$ cat src/rtl/mux_arbiter_2x1_if.sv
// Handshake bundle for the 2:1 arbitrating mux: two upstream lanes, one downstream
// port, and per-lane accepted-beat counters.
interface mux_arbiter_2x1_if #(
  parameter int DATA_W = 8
);
  logic [DATA_W-1:0] data_00;
  logic              valid_00;
  logic              ready_00;
  logic [DATA_W-1:0] data_11;
  logic              valid_11;
  logic              ready_11;
  logic [DATA_W-1:0] data_out;
  logic              valid_out;
  logic              ready_out;
  logic              sel_out;
  logic [7:0]        count_00;
  logic [7:0]        count_11;

  // The arbiter sits on this side: it accepts lane beats and drives the output.
  modport slave (
    input  data_00, valid_00, data_11, valid_11, ready_out,
    output ready_00, ready_11, data_out, valid_out, sel_out, count_00, count_11
  );

  // Upstream lanes plus downstream sink, as seen by whoever drives the arbiter.
  modport master (
    output data_00, valid_00, data_11, valid_11, ready_out,
    input  ready_00, ready_11, data_out, valid_out, sel_out, count_00, count_11
  );
endinterface

$ cat src/rtl/mux_arbiter_2x1.sv
// 2:1 arbitrating mux with a registered output stage, bounded bursts per lane
// (HOLD_MAX) while the other lane waits, and per-lane beat counters.
module mux_arbiter_2x1 #(
  parameter int DATA_W   = 8,
  parameter int HOLD_MAX = 4
) (
  input  logic                clk_4f,
  input  logic                reset,
  mux_arbiter_2x1_if.slave    bus,
  output logic [1:0]          state_dbg
);

  // Handshake: a beat moves on any port when its valid and ready are both high in
  // the same cycle. Upstream must hold data/valid stable until its ready is seen;
  // lane ready depends combinationally on valid_out/ready_out, never on lane data.

  typedef enum logic [1:0] {
    IDLE = 2'd0,
    OWN0 = 2'd1,
    OWN1 = 2'd2
  } state_t;

  localparam logic [3:0] HOLD = 4'(HOLD_MAX);

  state_t            state, state_nxt;
  logic [3:0]        cnt, cnt_nxt;
  logic              last;
  logic              load;
  logic              grant;
  logic              grant_lane;
  logic              own_lane, own_v, oth_v;
  logic              idle_pick;

  logic [DATA_W-1:0] data_q;
  logic              valid_q;
  logic              sel_q;
  logic [7:0]        count_00_q, count_11_q;

  assign load      = !valid_q || bus.ready_out;
  assign own_lane  = (state == OWN1);
  assign own_v     = own_lane ? bus.valid_11 : bus.valid_00;
  assign oth_v     = own_lane ? bus.valid_00 : bus.valid_11;
  // From IDLE a tie goes to the lane that did not win last time.
  assign idle_pick = (bus.valid_00 && bus.valid_11) ? ~last : bus.valid_11;

  always_comb begin
    state_nxt  = state;
    cnt_nxt    = cnt;
    grant      = 1'b0;
    grant_lane = 1'b0;
    if (load) begin
      case (state)
        IDLE: begin
          if (bus.valid_00 || bus.valid_11) begin
            grant      = 1'b1;
            grant_lane = idle_pick;
            state_nxt  = idle_pick ? OWN1 : OWN0;
            cnt_nxt    = 4'd1;
          end
        end
        OWN0, OWN1: begin
          if (own_v && ((cnt < HOLD) || !oth_v)) begin
            grant      = 1'b1;
            grant_lane = own_lane;
            cnt_nxt    = (cnt < HOLD) ? cnt + 4'd1 : HOLD;
          end else if (oth_v) begin
            grant      = 1'b1;
            grant_lane = ~own_lane;
            state_nxt  = own_lane ? OWN0 : OWN1;
            cnt_nxt    = 4'd1;
          end else begin
            state_nxt  = IDLE;
          end
        end
        default: state_nxt = IDLE;
      endcase
    end
  end

  always_ff @(posedge clk_4f or posedge reset) begin
    if (reset) begin
      state      <= IDLE;
      cnt        <= 4'd0;
      last       <= 1'b1;
      data_q     <= '0;
      valid_q    <= 1'b0;
      sel_q      <= 1'b0;
      count_00_q <= 8'd0;
      count_11_q <= 8'd0;
    end else begin
      state <= state_nxt;
      cnt   <= cnt_nxt;
      if (load) begin
        if (grant) begin
          data_q  <= grant_lane ? bus.data_11 : bus.data_00;
          sel_q   <= grant_lane;
          valid_q <= 1'b1;
          last    <= grant_lane;
          if (grant_lane) count_11_q <= count_11_q + 8'd1;
          else            count_00_q <= count_00_q + 8'd1;
        end else begin
          valid_q <= 1'b0;
        end
      end
    end
  end

  assign bus.ready_00  = !reset && grant && !grant_lane;
  assign bus.ready_11  = !reset && grant && grant_lane;
  assign bus.data_out  = data_q;
  assign bus.valid_out = valid_q;
  assign bus.sel_out   = sel_q;
  assign bus.count_00  = count_00_q;
  assign bus.count_11  = count_11_q;
  assign state_dbg     = state;

endmodule

$ cat src/flat_wrapper.sv
// flat-port wrapper written by rule: the top's interface ports become plain ports
module mux_arbiter_2x1_flat 
#(
  parameter int DATA_W   = 8,
  parameter int HOLD_MAX = 4
)
  (clk_4f, reset, state_dbg, bus_data_00, bus_valid_00, bus_data_11, bus_valid_11, bus_ready_out, bus_ready_00, bus_ready_11, bus_data_out, bus_valid_out, bus_sel_out, bus_count_00, bus_count_11);
  mux_arbiter_2x1_if #(.DATA_W(DATA_W)) bus_i ();
  input  logic clk_4f;
  input  logic reset;
  output logic [1:0] state_dbg;
  input wire logic [$bits(bus_i.data_00)-1:0] bus_data_00;
  input wire logic [$bits(bus_i.valid_00)-1:0] bus_valid_00;
  input wire logic [$bits(bus_i.data_11)-1:0] bus_data_11;
  input wire logic [$bits(bus_i.valid_11)-1:0] bus_valid_11;
  input wire logic [$bits(bus_i.ready_out)-1:0] bus_ready_out;
  output wire logic [$bits(bus_i.ready_00)-1:0] bus_ready_00;
  output wire logic [$bits(bus_i.ready_11)-1:0] bus_ready_11;
  output wire logic [$bits(bus_i.data_out)-1:0] bus_data_out;
  output wire logic [$bits(bus_i.valid_out)-1:0] bus_valid_out;
  output wire logic [$bits(bus_i.sel_out)-1:0] bus_sel_out;
  output wire logic [$bits(bus_i.count_00)-1:0] bus_count_00;
  output wire logic [$bits(bus_i.count_11)-1:0] bus_count_11;
  assign bus_i.data_00 = bus_data_00;
  assign bus_i.valid_00 = bus_valid_00;
  assign bus_i.data_11 = bus_data_11;
  assign bus_i.valid_11 = bus_valid_11;
  assign bus_i.ready_out = bus_ready_out;
  assign bus_ready_00 = bus_i.ready_00;
  assign bus_ready_11 = bus_i.ready_11;
  assign bus_data_out = bus_i.data_out;
  assign bus_valid_out = bus_i.valid_out;
  assign bus_sel_out = bus_i.sel_out;
  assign bus_count_00 = bus_i.count_00;
  assign bus_count_11 = bus_i.count_11;
  mux_arbiter_2x1 #(.DATA_W(DATA_W), .HOLD_MAX(HOLD_MAX)) u_core (.clk_4f(clk_4f), .reset(reset), .bus(bus_i), .state_dbg(state_dbg));
endmodule
$ cat config.mk
export PLATFORM = sky130hd
export DESIGN_NAME = mux_arbiter_2x1_flat
export DESIGN_NICKNAME = d
export VERILOG_FILES = /design/src/rtl/mux_arbiter_2x1_if.sv /design/src/rtl/mux_arbiter_2x1.sv /design/src/flat_wrapper.sv
export SDC_FILE = /design/constraint.sdc
export NUM_CORES = 1
export LEC_CHECK = 0
export ABC_AREA = 0
export ABC_CLOCK_PERIOD_IN_PS = 4150
export CAP_MARGIN = 20
export CORE_AREA = 8 8 86 88
export CTS_CLUSTER_DIAMETER = 30
export DETAILED_ROUTE_END_ITERATION = 16
export DIE_AREA = 0 0 94 96
export HOLD_SLACK_MARGIN = 0.1
export PLACE_DENSITY = 0.65
export SLEW_MARGIN = 10
export SYNTH_ARGS = -nofsm -noshare
export SYNTH_HDL_FRONTEND = slang
export SYNTH_SLANG_ARGS = --single-unit
$ cat constraint.sdc
create_clock -name clk_4f -period 4.15 [get_ports clk_4f]
set_input_delay 0.83 -clock clk_4f [delete_from_list [all_inputs] [get_ports clk_4f]]
set_output_delay 0.83 -clock clk_4f [all_outputs]
set_load 0.01 [all_outputs]
==> run metrics <==
CTS sink count 33; global-route wire length before repair 7170 um; Mapped Area 1750 um^2; # fillers 607; placed cells 291; post-synthesis sequential area ratio 47.4%; Buffers on Ports 50; Syn Area/Cell 10.5 um^2; GRT overflow 0; Core Rows 29; setup TNS 0 ns; postcts setup bufs 0; worst setup path start bus_valid_11; routed wire length 4150 um; peak supply drop 332 uV; Setup Skew 0.00495 ns; most common flop cell mapped by yosys dfrtp_1; post-cts gate resize count 0; DRT Pass-1 Iters 4; relative slew slack 64.6%; Cell Pwr Density 783 nW/um^2; switch share 39.1%; hold path endpoint u_core.bus.count_11[7]; routed via count 1387; Seq pwr share 31.7%; CP max stage cell clkdlybuf4s50_1; async set-reset flop share out of synthesis 100%; die area 9020 um^2; initial detailed-routing violation count 21; hold path start u_core.bus.count_11[7]; clk buf depth 2; worst-skew pair later-pin latency 0.28 ns; type of origin of the critical path input port; drt wl/cell 13.9 um; R2R Setup Slk 1.51 ns; routed vias/inst 4.64; synth warn 0; Reg clk slew, reported paths 0.06 ns; Setup violations, final 0; # DRC 0; core area 6100 um^2; P&R area growth vs syn 39.1%; hold path depth 1; CTS Buf Count 5; Worst Path Arrival 3.11 ns; actual slew at the worst max-slew pin 0.528 ns; Ports 51; vias in the first global route 1486; Die Width 94 um; diode count 0; Hold Vio Cnt, Final 0; Root Buffer clkbuf_8; CP endpoint kind output pin; CTS tree done; non-filler cells, final 299; Crit Reg-Reg Startpoint u_core.state_dbg[0]; most frequent CP cell clkdlybuf4s50_1; DIE HEIGHT 96 um; Switching Power 744 uW; RSZ-0062 raised after global routing false; Clock power frac 14.2%; Comb power frac 54.2%; Mapped Cells 166; Yosys cell types 46; syn nets 194; multi-input logic area 810 um^2; initial antenna violation count 0; Req. time, crit path 3.32 ns; P_int 1160 uW; largest net degree at the start of global routing 34; Tcrit/Tclk final 94.9%; Routability Congestion 0.815; share of layout cells above drive strength 1 11.7%; H-tree depth 2; reg2reg path depth 8; CP max FO 8; Post-synth EDFFs 0; Post-CTS Hold Buffers 0; Maximum Capacitance Violations 0; CP Class in -> out; flops & latches, synth 33; Pwr Total 1900 uW; DRT antenna net count 0; slowest stage delay, CP 0.54 ns; Slew Viols, Final 0; Initial Util 28.6%; crit-path cells clkdlybuf4s50_1 > buf_4 > mux2i_1 > o311ai_0 > and2_2 > o31a_1 > and2_1 > clkdlybuf4s50_1; Final nets 249; hpwl dp 3030 um; Storage cell area 827 um^2; Tot GR Track Use 9.98%; status finished clean; Hold WC Path Type reg -> reg; Leakage Power 0.00103 uW; max frequency 254 MHz; Final min period 3.94 ns; R2R Path End u_core.bus.count_11[1]
-- power groups by stage --
stage	Sequential (uW)	Combinational (uW)	Clock, uW
6_report	602	1030	269
2_1_floorplan	645	591	0
3_3_place_gp	604	1040	0
4_1_cts	606	1050	281
3_5_place_dp	609	1040	0
5_1_grt	629	1140	293
-- Yosys cell counts (all sizes together), types with 2 or more instances --
cell type  number  area share (%)
nor3            2            0.57
and3            2            0.72
nor2           13             2.8
a22oi           8             5.2
nand2b          3             1.1
nand4           3             1.1
inv            13             2.8
a21oi           3            0.86
a21o            2            0.86
xnor2           8             4.0
ha              7             5.0
and2            3             1.1
mux2            2             1.5
buf             7             3.2
nand3           6             1.7
o21ai          13             3.9
mux2i           3             1.7
nor3b           2            0.86
xor2            6             3.0
dfrtp          32              46
nand2           8             1.7
o31a            3             1.5
-- through the flow --
| step | util, % | worst slack, ns | cell area (um^2) | hold WS, ns |
|---|---|---|---|---|
| final | 39.8 | 0.212 | 2430 | 0.477 |
| after global routing | 39.8 | 0.0730 | 2430 | 0.500 |
| after CTS | 39.8 | 0.215 | 2430 | 0.479 |
| after detailed placement | 38.2 | 0.230 | 2330 | 0.467 |
| after global placement | 38.2 | 0.272 | 2330 | 0.458 |
| after floorplan | - | 0.892 | 1750 | 0.454 |
-- registers in the layout, summed over array words and instances, names as in the netlist --
name / count
u_core.bus.count_00: 8
u_core.bus.count_11: 8
u_core.bus.data_out: 8
u_core.bus.sel_out: 1
u_core.bus.valid_out: 1
u_core.cnt: 4
u_core.last: 1
u_core.state_dbg: 2
-- placed cells by master, fill, tap and decap left out, types with 6 or more instances in the layout --
cell type        instances
clkdlybuf4s50_1         50
dfrtp_1                 32
nor2_1                  13
inv_1                   13
nand2_1                  8
xnor2_1                  8
ha_1                     7
clkbuf_8                 7
nand3_1                  6
xor2_1                   6
a22oi_2                  6
o21ai_1                  6
o21ai_0                  6
buf_4                    6
-- cell families (layout without fill, tap and decap cells) --
family | Yosys count | after routing | synth area share, %
flops | 33 | 33 | 47.4
simple gates | 49 | 49 | 15.1
fa+ha+maj | 7 | 7 | 5.02
xor+xnor | 14 | 14 | 7.03
buf+inv | 21 | 77 | 6.24
mux | 5 | 5 | 3.23
compound gates | 37 | 37 | 16.1
-- cell type report --
type                    instances  area share (%)
well taps                      77            3.97
repair buffers                 56            22.5
inverters                      13            2.01
flip-flops and latches         33            34.1
clock buffers                   7            3.97
clock inverters                 1           0.206
multi-input cells             112            33.3
-- layer usage --
metal  GRT usage (%)  routed length (um)  up-vias
li1                -                   -      686
met1            11.7                1810      658
met2            15.5                1940       37
met3            4.60                 341        6
met4            3.96                  61        0
met5               0                   0        -
-- how the worst max path moves through the flow --
stage | endpoint | slack, ns | cells past startpoint
after detailed placement | bus_ready_11 | 0.23 | 8
after global routing | bus_ready_11 | 0.07 | 8
after global placement | bus_ready_11 | 0.27 | 7
final | bus_ready_11 | 0.21 | 8
after CTS | bus_ready_11 | 0.21 | 8
after floorplan | bus_ready_11 | 0.89 | 8
-- worst max-delay path: cells and delay by family --
family                 cells  cell delay (ns)
multiplexers               1             0.09
AO/OA/AOI/OAI              2             0.61
buffers and inverters      3             1.19
AND/OR/NAND/NOR            2             0.40
(Power assumes the default switching activity.)
